--- src/rtl/apb_periph_node.sv ---
// -----------------------------------------------------------------------------
// apb_periph_node
// One-to-many APB bridge. An upstream APB requester is decoded against
// per-slave inclusive address ranges and forwarded to exactly one downstream
// slave. Unmapped accesses get an immediate error response.
//
// Optional feature (macro): APB_NODE_TIMEOUT_EN
//   When defined, an ACCESS phase that sees no pready for TIMEOUT_CYCLES
//   cycles is abandoned and answered with an error response.
//
// Ports
//   clk_i, rst_ni                 clock, async active-low reset
//   s_paddr/s_pwdata/s_pwrite/
//   s_psel/s_penable              upstream APB request
//   s_prdata/s_pready/s_pslverr   upstream APB response
//   m_paddr/m_pwdata/m_pwrite/
//   m_penable                     downstream request, shared by all slaves
//   m_psel[NB_SLAVE]              one select per slave
//   m_prdata/m_pready/m_pslverr   downstream responses, slave i in slice i
//   start_addr_i/end_addr_i       per-slave inclusive address range
//   err_cnt_o                     saturating count of error responses
// -----------------------------------------------------------------------------
module apb_periph_node #(
   parameter int unsigned NB_SLAVE       = 9,
   parameter int unsigned APB_ADDR_WIDTH = 32,
   parameter int unsigned APB_DATA_WIDTH = 32,
   parameter int unsigned TIMEOUT_CYCLES = 255
) (
   input  logic                               clk_i,
   input  logic                               rst_ni,
   input  logic [APB_ADDR_WIDTH-1:0]          s_paddr,
   input  logic [APB_DATA_WIDTH-1:0]          s_pwdata,
   input  logic                               s_pwrite,
   input  logic                               s_psel,
   input  logic                               s_penable,
   output logic [APB_DATA_WIDTH-1:0]          s_prdata,
   output logic                               s_pready,
   output logic                               s_pslverr,
   output logic [APB_ADDR_WIDTH-1:0]          m_paddr,
   output logic [APB_DATA_WIDTH-1:0]          m_pwdata,
   output logic                               m_pwrite,
   output logic                               m_penable,
   output logic [NB_SLAVE-1:0]                m_psel,
   input  logic [NB_SLAVE*APB_DATA_WIDTH-1:0] m_prdata,
   input  logic [NB_SLAVE-1:0]                m_pready,
   input  logic [NB_SLAVE-1:0]                m_pslverr,
   input  logic [NB_SLAVE*APB_ADDR_WIDTH-1:0] start_addr_i,
   input  logic [NB_SLAVE*APB_ADDR_WIDTH-1:0] end_addr_i,
   output logic [7:0]                         err_cnt_o
);

   localparam int unsigned AW    = APB_ADDR_WIDTH;
   localparam int unsigned DW    = APB_DATA_WIDTH;
   localparam int unsigned IDX_W = (NB_SLAVE > 1) ? $clog2(NB_SLAVE) : 1;
   localparam int unsigned ERR_W = 8;

   // Elaboration-time parameter range checks
   if (NB_SLAVE < 1 || NB_SLAVE > 32) begin : g_bad_nb_slave
      $error("apb_periph_node: NB_SLAVE out of range 1..32");
   end
   if (TIMEOUT_CYCLES < 1 || TIMEOUT_CYCLES > 65535) begin : g_bad_timeout
      $error("apb_periph_node: TIMEOUT_CYCLES out of range 1..65535");
   end

   typedef enum logic [2:0] {
      IDLE   = 3'd0,
      SETUP  = 3'd1,
      ACCESS = 3'd2,
      RESP   = 3'd3,
      ERR    = 3'd4
   } state_e;

   state_e            state_q, state_d;
   logic [AW-1:0]     addr_q, addr_d;
   logic [DW-1:0]     wdata_q, wdata_d;
   logic              write_q, write_d;
   logic [IDX_W-1:0]  idx_q, idx_d;
   logic [ERR_W-1:0]  err_q, err_d;

   logic [NB_SLAVE-1:0] m_psel_q, m_psel_d;
   logic                m_penable_q, m_penable_d;
   logic                s_pready_q, s_pready_d;
   logic                s_pslverr_q, s_pslverr_d;
   logic [DW-1:0]       s_prdata_q, s_prdata_d;

   // Response captured on the cycle the FSM leaves ACCESS
   logic [DW-1:0]       rsp_data_c;
   logic                rsp_err_c;

`ifdef APB_NODE_TIMEOUT_EN
   localparam int unsigned TMO_W = 16;
   logic [TMO_W-1:0]    tmo_q, tmo_d;
`endif

   // Address decode; the first match while scanning upward wins overlaps
   logic             hit_c;
   logic [IDX_W-1:0] hit_idx_c;

   always_comb begin
      hit_c     = 1'b0;
      hit_idx_c = '0;
      for (int i = 0; i < NB_SLAVE; i++) begin
         if (!hit_c &&
             (s_paddr >= start_addr_i[i*AW +: AW]) &&
             (s_paddr <= end_addr_i[i*AW +: AW])) begin
            hit_c     = 1'b1;
            hit_idx_c = IDX_W'(i);
         end
      end
   end

   // Next-state and next-output logic; outputs are registered from the next state
   always_comb begin
      state_d     = state_q;
      addr_d      = addr_q;
      wdata_d     = wdata_q;
      write_d     = write_q;
      idx_d       = idx_q;
      rsp_data_c  = '0;
      rsp_err_c   = 1'b0;
`ifdef APB_NODE_TIMEOUT_EN
      tmo_d       = tmo_q;
`endif

      unique case (state_q)
         IDLE: begin
            if (s_psel && !s_penable) begin
               addr_d  = s_paddr;
               wdata_d = s_pwdata;
               write_d = s_pwrite;
               idx_d   = hit_idx_c;
               state_d = hit_c ? SETUP : ERR;
            end
         end
         SETUP: begin
            state_d = ACCESS;
`ifdef APB_NODE_TIMEOUT_EN
            tmo_d   = '0;
`endif
         end
         ACCESS: begin
            // A ready slave takes priority over an expiring timeout
            if (m_pready[idx_q]) begin
               rsp_data_c = m_prdata[idx_q*DW +: DW];
               rsp_err_c  = m_pslverr[idx_q];
               state_d    = RESP;
            end
`ifdef APB_NODE_TIMEOUT_EN
            else if (tmo_q == TMO_W'(TIMEOUT_CYCLES - 1)) begin
               rsp_err_c  = 1'b1;
               state_d    = RESP;
            end else begin
               tmo_d      = tmo_q + TMO_W'(1);
            end
`endif
         end
         RESP:    state_d = IDLE;
         ERR:     state_d = IDLE;
         default: state_d = IDLE;
      endcase

      m_psel_d    = '0;
      m_penable_d = 1'b0;
      s_pready_d  = 1'b0;
      s_pslverr_d = 1'b0;
      s_prdata_d  = '0;

      unique case (state_d)
         SETUP: begin
            m_psel_d    = NB_SLAVE'(1) << idx_d;
         end
         ACCESS: begin
            m_psel_d    = NB_SLAVE'(1) << idx_d;
            m_penable_d = 1'b1;
         end
         RESP: begin
            s_pready_d  = 1'b1;
            s_pslverr_d = rsp_err_c;
            s_prdata_d  = rsp_data_c;
         end
         ERR: begin
            s_pready_d  = 1'b1;
            s_pslverr_d = 1'b1;
         end
         default: ;
      endcase

      // Each error response counts once; a timeout counts through its error response
      err_d = err_q;
      if (s_pready_d && s_pslverr_d && (err_q != {ERR_W{1'b1}})) begin
         err_d = err_q + ERR_W'(1);
      end
   end

   // State and datapath registers
   always_ff @(posedge clk_i or negedge rst_ni) begin
      if (!rst_ni) begin
         state_q     <= IDLE;
         addr_q      <= '0;
         wdata_q     <= '0;
         write_q     <= 1'b0;
         idx_q       <= '0;
         err_q       <= '0;
         m_psel_q    <= '0;
         m_penable_q <= 1'b0;
         s_pready_q  <= 1'b0;
         s_pslverr_q <= 1'b0;
         s_prdata_q  <= '0;
      end else begin
         state_q     <= state_d;
         addr_q      <= addr_d;
         wdata_q     <= wdata_d;
         write_q     <= write_d;
         idx_q       <= idx_d;
         err_q       <= err_d;
         m_psel_q    <= m_psel_d;
         m_penable_q <= m_penable_d;
         s_pready_q  <= s_pready_d;
         s_pslverr_q <= s_pslverr_d;
         s_prdata_q  <= s_prdata_d;
      end
   end

`ifdef APB_NODE_TIMEOUT_EN
   // ACCESS-phase wait counter
   always_ff @(posedge clk_i or negedge rst_ni) begin
      if (!rst_ni) begin
         tmo_q <= '0;
      end else begin
         tmo_q <= tmo_d;
      end
   end
`endif

   assign m_paddr   = addr_q;
   assign m_pwdata  = wdata_q;
   assign m_pwrite  = write_q;
   assign m_penable = m_penable_q;
   assign m_psel    = m_psel_q;
   assign s_pready  = s_pready_q;
   assign s_pslverr = s_pslverr_q;
   assign s_prdata  = s_prdata_q;
   assign err_cnt_o = err_q;

endmodule
--- config.mk ---
export PLATFORM = sky130hd
export DESIGN_NAME = apb_periph_node
export DESIGN_NICKNAME = d
export VERILOG_FILES = /design/src/rtl/apb_periph_node.sv
export SDC_FILE = /design/constraint.sdc
export NUM_CORES = 1
export LEC_CHECK = 0
export BUFFER_PORTS_ARGS = -buffer_cell sky130_fd_sc_hd__buf_4
export CORE_AREA = 2 2 419 421
export CTS_CLUSTER_SIZE = 24
export DETAILED_ROUTE_END_ITERATION = 8
export DIE_AREA = 0 0 421 423
export SYNTH_ARGS = -nofsm -noshare
export SYNTH_HDL_FRONTEND = slang
export SYNTH_SLANG_ARGS = --single-unit
--- constraint.sdc ---
create_clock -name clk_i -period 2.8 [get_ports clk_i]
set_input_delay 0.14 -clock clk_i [delete_from_list [all_inputs] [get_ports clk_i]]
set_output_delay 0.14 -clock clk_i [all_outputs]
set_load 0.05 [all_outputs]
Word-level counts from Yosys, hierarchy flattened
Index checks and enable logic that the tools add are counted.
- register bits: 124
- output and inout bits: 117
- logic and storage cells: 109
- $add $sub $neg: 1
- $lt $le $gt $ge: 19
- equal/unequal tests: 7
- shifts and indexed selects: 2
- mux-type cells: 36
- reductions and logical operators: 33
- operators with widths (operator ; count):
    32-bit >= comparator ; 9
    32-bit less-or-equal comparator ; 9
    288-bit by 10-bit variable part select with 32-bit output ; 1
    32-bit 2-to-1 mux ; 3
    4-bit 2-to-1 mux ; 9
    1-bit logical AND ; 20
    1-bit 2-to-1 mux ; 16
    3-bit by 2-bit == test with 1-bit output (second input constant) ; 3
    1-bit zero test ; 9
    3-bit 2-to-1 mux ; 3
    9-bit 2-to-1 mux ; 1
    3-bit one-hot mux with 3 select lines ; 1
    1-bit by 4-bit left shift with 9-bit output (first input constant) ; 1
    8-bit by 1-bit adder with 8-bit output (second input constant) ; 1
    1-bit binary-select mux with 4-bit select ; 2
    8-bit != test (second input constant) ; 1
    3-bit by 1-bit == test with 1-bit output (second input constant) ; 2
    4-bit by 5-bit < comparator with 1-bit output (second input constant) ; 1
    2-bit OR reduction ; 2
    3-bit == test (second input constant) ; 1
    3-bit zero test ; 1
    1-bit one-hot mux with 2 select lines ; 1
    2-bit AND reduction ; 1

Longest topological paths before layout
Gate-level depths: netlist of the first run.
- depth after elaboration: 43
- gate-level depth with buffers: 12

Worst setup path after synthesis of the first run
OpenSTA, ideal clock, no wires.
- path kind: input to register
- start: in s_paddr[0]
- end: reg m_psel_q[0], in the netlist m_psel[0]
- library setup time: 0.132 ns
- arrival time: 2.661 ns
- required time: 2.668 ns
- path slack: 0.007 ns
- cell stages on the path: 12
- path through: inv_1 > ha_1 > nand2b_1 > a21o_1 > a211o_1 > nand4b_1 > a31oi_1 > o211ai_1 > or3b_1 > or3_1 > nand3b_1 > nor2_1
- word-level cells in the longest chain between the ends: 41
- ends and longest elaborated chain (what ; RTL line ; text):
    start, declared ; 31 ; input logic [APB_ADDR_WIDTH-1:0] s_paddr,
    32-bit >= comparator or 32-bit less-or-equal comparator (tied branches) ; 104, 105 ;
    1-bit logical AND ; 104 ; (s_paddr >= start_addr_i[i*AW +: AW]) &&
    1-bit 2-to-1 mux ; 103 ; if (!hit_c &&
    1-bit zero test ; 103 ;
    1-bit logical AND ; 103 ;
    1-bit logical AND ; 104 ;
    1-bit 2-to-1 mux ; 103 ;
    1-bit zero test ; 103 ;
    [26 not listed] ; n/a ;
    1-bit 2-to-1 mux ; 103 ;
    3-bit 2-to-1 mux ; 132 ; state_d = hit_c ? SETUP : ERR;
    3-bit 2-to-1 mux ; 127 ; if (s_psel && !s_penable) begin
    3-bit one-hot mux with 3 select lines ; 125 ; unique case (state_q)
    3-bit by 2-bit == test with 1-bit output or 3-bit by 1-bit == test with 1-bit output (tied branches) ; 168 ; unique case (state_d)
    2-bit OR reduction (no line) ; n/a ;
    9-bit 2-to-1 mux (*) ; n/a ;
    net m_psel_d[0] ; 80 ; logic [NB_SLAVE-1:0] m_psel_q, m_psel_d;
    end signal, assigned ; 216 ; m_psel_q <= m_psel_d;
    end, declared ; 80 ;
Mark *: on every way through the listed nets, which the timed path passes. The rest lies on a longest branch.
A chain may end at the register's enable or synchronous reset.

Worst setup path after layout of the first run
- start: in s_paddr[29]
- end: reg err_q[1], in the netlist err_cnt_o[1]
- word-level cells in the longest chain between the ends: 43
- ends and longest elaborated chain (what ; RTL line ; text):
    32-bit >= comparator or 32-bit less-or-equal comparator (tied branches) ; 104, 105 ;
    1-bit logical AND ; 104 ;
    1-bit 2-to-1 mux ; 103 ;
    1-bit zero test ; 103 ;
    1-bit logical AND ; 103 ;
    1-bit logical AND ; 104 ;
    1-bit 2-to-1 mux ; 103 ;
    1-bit zero test ; 103 ;
    [26 not listed] ; n/a ;
    1-bit 2-to-1 mux (*) ; 103 ;
    3-bit 2-to-1 mux (*) ; 132 ;
    3-bit 2-to-1 mux (*) ; 127 ;
    3-bit one-hot mux with 3 select lines (*) ; 125 ;
    3-bit by 2-bit == test with 1-bit output or 3-bit == test (tied branches) ; 168 ;
    2-bit OR reduction (no line) ; n/a ;
    1-bit 2-to-1 mux ; 168 ;
    1-bit logical AND (*) (2 in a row) ; 190 ; if (s_pready_d && s_pslverr_d && (err_q != {ERR_W{1'b1}})) begin
    end signal, assigned ; 215 ; err_q <= err_d;
    end, declared ; 78 ; logic [ERR_W-1:0] err_q, err_d;
Every way passes the cells marked *; elsewhere a longest branch is shown, timed or not.

==> qor.txt, run 1 <==
outcome: complete, but fails checks
failing checks: negative setup slack
hold crit path type: input pin to flip-flop
Final Instance Area: 38200 um2
element type at the critical path start: input pin
clock sink count: 124
max cap viols: 0
WL per Instance: 25.9 um
CP max stage delay: 420 ps
Finished Layout Cells: 6447
final period utilization: 102%
setup_tns: -83.5 ps
Final Core Density: 22.0%
Num CTS Buffers: 17
DR iter-0 viols: 1352
Post-DRT Antenna Nets: 0
# IOs: 1068
drt pass-1 iters: 5
P_leak: 20.2 nW
core box area: 173000 um2
count of input and output buffers: 1067
Cell Area, Synth: 21300 um2
RSZ-0062 raised after global routing: true
ys flop type: dfrtp_1
Arrival @ worst endpoint: 3220 ps
Cells after Synth: 2662
cells along the critical path: buf_6 > buf_4 > ha_1 > nand4_1 > nor2_1 > o31a_1 > or3_1 > a21oi_2 > buf_4 > a221oi_4 > buf_4 > nor4_4 > a21oi_2 > buf_6 > mux2_4
VDD IR-drop max: 0.362 mV
ys async rst share: 100%
Slew Limit Headroom: 49.2%
most frequent cells in the layout: 1294 x buf_4, 576 x inv_1, 526 x ha_1
critical path required time: 3150 ps
dpl cell area: 34800 um2
Post-synth EDFFs: 0
starting density of the core: 12.3%
Crit path top cell by count: buf_4
WL met3: 6880 um
GRT Total Usage: 17.9%
most common cell after layout, fill and taps aside: buf_4
Placed Cells: 6305
crit-path leading delay family: simple AND/OR/NAND/NOR gates
Ys Warns: 0
GP Congestion: 0.973
clock buffer depth: 2
Max FO, Critical Path: 8
Hold EP: s_prdata[3]
Critical R2R Capture: err_cnt_o[1]
Pwr per Cell Area: 497 nW/um2
min-delay src: m_prdata[259]
Final Max Slew Viols: 0
Crit-path slowest cell: nor4_4
Crit Reg-Reg Startpoint: idx_q[0]
vias in the first global route: 27100
first-pass GRT wire length: 220000 um
critical path class: input pin to flip-flop
Final Hold Fails: 0
# DRC: 0
Final setup viols: 3
initial antenna violation count: 45
final WL: 167000 um
die height: 423 um
die area: 178000 um2
worst-case reg-to-reg path depth: 10
CP Capture Type: flip-flop
Post-Syn Nets: 4190
min setup slack post-route: -67.5 ps
hold path depth: 3
post-layout min period: 2870 ps
CTS root buf: clkbuf_16
Seq/Total Area, Yosys: 14.6%
met2 routed WL: 89400 um
skew final: 19.4 ps
clock-pin slew on the worst setup and hold paths: 70 ps
top layer in use: met5
Least-Margin Pin Slew: 758 ps
Rows: 153
share of cells above drive strength 1: 41.8%
total power: 19.0 mW
H-tree depth: 4
worst skew pair latency: 470 ps
flop2flop setup slack: 20 ps
count of cell types in the netlist: 77
vias: 26100
total global routing overflow: 0
Avg Vias per Cell: 4.05
largest net degree at the start of global routing: 65
DRT met1 WL: 62600 um
Post-DP HPWL: 147000 um
CTS tree: yes
CP bufs+invs: 5
average cell area after synthesis: 7.99 um2
Final #Nets: 5611
die extent in x: 421 um
area grow syn2layout: 79.6%
Synth Register Bits: 124
Fmax: 0.349 GHz
-- metal layers --
layer  up-vias  track usage [%]
met1     12700             19.4
met3       242             2.37
met2       971             34.0
li1      12200                -
met4        10             8.78
met5         -                0
-- state kept, by name (all words and copies together), names as in the netlist, 3 cells and up --
register,flops
m_paddr,32
m_pwdata,32
s_prdata,32
m_psel,9
err_cnt_o,8
idx_q,4
state_q,3
-- power by group --
group,internal (mW),switching [mW]
logic,5.23,8.16
registers,2.55,0.569
clock network,1.46,1.01
-- how the worst max path moves through the flow --
stage               cells past startpoint  slack [ps]            to         from
CTS                                    15         -60     m_psel[8]  s_paddr[21]
global route                           16        -130  err_cnt_o[1]   s_paddr[7]
finish                                 15         -70  err_cnt_o[1]  s_paddr[29]
detailed placement                     14       -1580  err_cnt_o[1]  s_paddr[25]
floorplan                              12           7     m_psel[0]   s_paddr[0]
global placement                       14       -1780  err_cnt_o[1]   s_paddr[6]
-- cells in the mapped netlist (3+ instances only) --
master	instances	area, um2
a221oi_2	3	45.0
clkbuf_1	37	139
o211a_1	3	30.0
o41ai_1	3	26.3
or3_1	6	37.5
o311ai_0	4	35.0
nand2b_1	14	87.6
nand3_1	58	290
nor4_1	11	68.8
nand4_1	92	576
o21ai_0	88	440
and4_1	18	158
or4_1	5	37.5
ha_1	577	7220
xor2_1	6	52.6
and3_1	10	62.6
a21oi_1	211	1060
o31ai_1	9	67.6
a221oi_1	13	114
a31oi_1	16	100
inv_1	579	2170
a21o_1	70	526
nand2_1	301	1130
o211ai_1	18	135
mux4_2	68	1530
a211oi_1	26	195
nor2b_1	16	100
nor3_1	21	105
dfrtp_1	124	3100
a22oi_1	3	22.5
a2111oi_0	3	26.3
mux2i_1	34	340
a211o_1	10	87.6
nor2_1	130	488
a21boi_0	5	37.5
a221o_1	6	60.1
buf_1	4	15.0
buf_2	5	25.0
o21a_1	7	52.6
-- layout make-up --
class | instances | area, um2
Sequential cell | 124 | 3110
Clock buffer | 20 | 457
Inverter | 579 | 2180
Tap cell | 2325 | 2910
Clock inverter | 11 | 160
Multi-Input combinational cell | 1913 | 17400
Antenna cell | 27 | 67.6
Timing Repair Buffer | 1448 | 11900
Fill cell | 19100 | 135000
-- cells by family (layout without fill, tap and decap cells) --
logic type | Yosys count | in the layout | share of synthesized area [%]
simple gates | 700 | 700 | 15.5
mux | 103 | 103 | 8.85
fa+ha+maj | 577 | 577 | 33.9
xor+xnor | 8 | 8 | 0.329
buf+inv | 625 | 2058 | 11.1
compound gates | 525 | 525 | 15.7
flops | 124 | 124 | 14.6
other cells | 0 | 27 | 0
-- worst register-to-register path: stages, from the launching register on --
cell     delay [ps]
dfrtp_4         490
buf_4           150
mux4_2          500
mux2i_1         200
o21ai_0         210
nand4_1         180
nor2_1           70
buf_4           140
a21oi_2         200
buf_6           220
mux2_4          310
-- per-stage QoR --
step           hold WS [ps]  setup WS, ps
3_5_place_dp            221         -1580
6_report               49.9         -67.5
5_1_grt                45.8          -131
4_1_cts                2.30         -58.6
3_3_place_gp            221         -1780
2_1_floorplan          -156          6.65
-- what timing repair did --
item,CTS,global route
gates cloned,1,1
hold buffers,57,0
resized for setup,148,196
endpoints found under the hold margin,117,0
buffers inserted,12,17
endpoints found under the setup margin,27,24
pin swaps,46,53
Power figures use the tool's default switching activity.
==> inputs of run 2 (changes only) <==
--- a/config.mk
+++ b/config.mk
@@ -10,6 +10,7 @@
 export CTS_CLUSTER_SIZE = 24
 export DETAILED_ROUTE_END_ITERATION = 8
 export DIE_AREA = 0 0 421 423
+export PLACE_DENSITY = 0.32
 export SYNTH_ARGS = -nofsm -noshare
 export SYNTH_HDL_FRONTEND = slang
 export SYNTH_SLANG_ARGS = --single-unit
==> run 2 against run 1 <==
  * Sequential cell count is the same
  * Clock power is essentially flat
  * Fmax shrank 1.6%
  * Largest power group unchanged
  * Via count shrank 3.4%
  * The run still ends with negative setup slack left
  * Global-route usage shrank 0.48 points
  * Routed wire length shrank 3.8%
  * Count of clock-buffer cells in the layout shrank 1
  * Sequential power shrank 1%
  * Hold slack lost 39 ps
  * Largest cell class unchanged
  * First-iteration DRC count shrank 24%
  * Non-clock buffer count grew 38
==> qor.txt, run 2 (synthesis results as in run 1) <==
Arrival @ worst endpoint: 3250 ps (+30 ps)
Filler cells: 19500 (+2.0%)
die area: 178000 um2 (unchanged)
Placed Cells: 6349 (+0.70%)
clock sink count: 124 (unchanged)
hold crit path type: input pin to flip-flop
vias: 25200 (-3.4%)
CTS root buf: clkbuf_16
Num CTS Buffers: 17 (unchanged)
share of cells above drive strength 1: 41.2% (-0.56 points)
Finished Layout Cells: 6482 (+0.54%)
# DRC: 0 (unchanged)
CTS tree: yes
core box area: 173000 um2 (unchanged)
outcome: complete, but fails checks
area grow syn2layout: 78.9%
DR iter-0 viols: 1032 (-24%)
skew final: 13.2 ps (-6.21 ps)
H-tree depth: 4 (unchanged)
worst skew pair latency: 440 ps (-30 ps)
clock-pin slew on the worst setup and hold paths: 70 ps (about the same)
Max FO, Critical Path: 7 (-1)
total global routing overflow: 0 (unchanged)
starting density of the core: 12.3% (unchanged)
count of input and output buffers: 1067 (unchanged)
vias in the first global route: 27100 (-0.34%)
Pwr per Cell Area: 488 nW/um2 (-1.7%)
flop2flop setup slack: 120 ps (+100 ps)
most frequent cells in the layout: 1340 x buf_4, 578 x inv_1, 546 x ha_1
die extent in x: 421 um (unchanged)
Fmax: 0.343 GHz (-1.6%)
VDD IR-drop max: 0.423 mV (+17%)
failing checks: negative setup slack
GRT Total Usage: 17.5% (-0.48 points)
Final Hold Fails: 0 (unchanged)
final period utilization: 104% (+1.7 points)
RSZ-0062 raised after global routing: true
CP Capture Type: flip-flop
die height: 423 um (unchanged)
critical path required time: 3140 ps (about the same)
Final setup viols: 9 (+6)
Final Max Slew Viols: 0 (unchanged)
min setup slack post-route: -115 ps (-47.0 ps)
most common cell after layout, fill and taps aside: buf_4
WL per Instance: 24.8 um (-4.3%)
element type at the critical path start: input pin
largest net degree at the start of global routing: 68 (+4.6%)
max cap viols: 0 (unchanged)
GP Congestion: 0.953 (-2.0%)
Rows: 153 (unchanged)
initial antenna violation count: 61 (+36%)
clock buffer depth: 2 (unchanged)
Post-DP HPWL: 144000 um (-2.0%)
post-layout min period: 2910 ps (+47.0 ps)
Slew Limit Headroom: 47.2% (-2.0 points)
Final #Nets: 5649 (+0.68%)
dpl ws: -1220 ps (+360 ps)
Least-Margin Pin Slew: 792 ps (+34.0 ps)
Min Hold Slack: 11.2 ps (-38.7 ps)
final WL: 161000 um (-3.8%)
drt pass-1 iters: 5 (unchanged)
Post-DRT Antenna Nets: 0 (unchanged)
critical path class: input pin to flip-flop
# IOs: 1068 (unchanged)
P_leak: 20.4 nW (+0.87%)
first-pass GRT wire length: 216000 um (-1.5%)
Avg Vias per Cell: 3.89 (-4.0%)
setup_tns: -614 ps (-530 ps)
[run 2: area by class of cell]
cell class,instances,area [um2],share of cell area [%]
multi-input combinational,1913,17100,44.8
sequential,124,3110,8.18
clock inverter,13,179,0.470
tap,2325,2910,7.65
timing repair buffer,1486,12100,31.8
antenna,23,57.6,0.151
inverter,579,2180,5.73
clock buffer,19,443,1.16
[run 2: timing repair]
action | 4_1_cts | 5_1_grt
endpoints found under the hold margin | 86 | 0
hold buffers | 45 | 0
gates resized for setup | 224 | 83
setup buffers | 31 | 12
endpoints found under the setup margin | 27 | 25
pin swaps | 57 | 40
[run 2: critical path, cell delays in order]
cell and delay [ps]:
buf_6 140, buf_8 170, ha_1 330, a211oi_2 190
nand2_1 110, o311ai_4 320, a21boi_4 100, o41ai_4 470
o211ai_1 210, buf_4 200, a31oi_1 160, buf_4 130
o21ai_1 60, buf_4 150, buf_4 140, nor4b_4 230
[run 2: layer usage]
layer | global-route usage [%] | wire, um | up-vias
li1 | - | - | 12300
met1 | 19.0 | 61800 | 12100
met2 | 34.4 | 89000 | 699
met3 | 2.36 | 5530 | 150
met4 | 5.22 | 4370 | 12
met5 | 0 | 80 | -
[run 2: path summary, 6_finish.rpt]
check                         startpoint      endpoint  cells past startpoint
min in group asynchronous         rst_ni  m_pwdata[12]                      2
max                           s_paddr[7]     m_psel[8]                     16
min                        m_prdata[273]  s_prdata[17]                      3
min reg2reg                 m_pwdata[20]  m_pwdata[20]                      2
max reg2reg                     idx_q[0]     m_psel[3]                      8
max in group asynchronous         rst_ni   m_paddr[26]                      3
[run 2: report_power, final]
part	leakage (nW)	switching (mW)	total [mW]	internal (mW)
registers	1.60	0.530	3.08	2.55
clock network	0.301	0.989	2.44	1.45
logic	18.5	7.89	13.1	5.16
[run 2: stage by stage]
step | instance area, um2 | power, mW | utilization, %
4_1_cts | 37400 | 18.8 | 21.6
6_report | 38000 | 18.6 | 22.0
2_1_floorplan | 21300 | 9.77 | -
3_3_place_gp | 35000 | 15.9 | 20.2
3_5_place_dp | 35000 | 15.9 | 20.2
5_1_grt | 38000 | 19.8 | 22.0
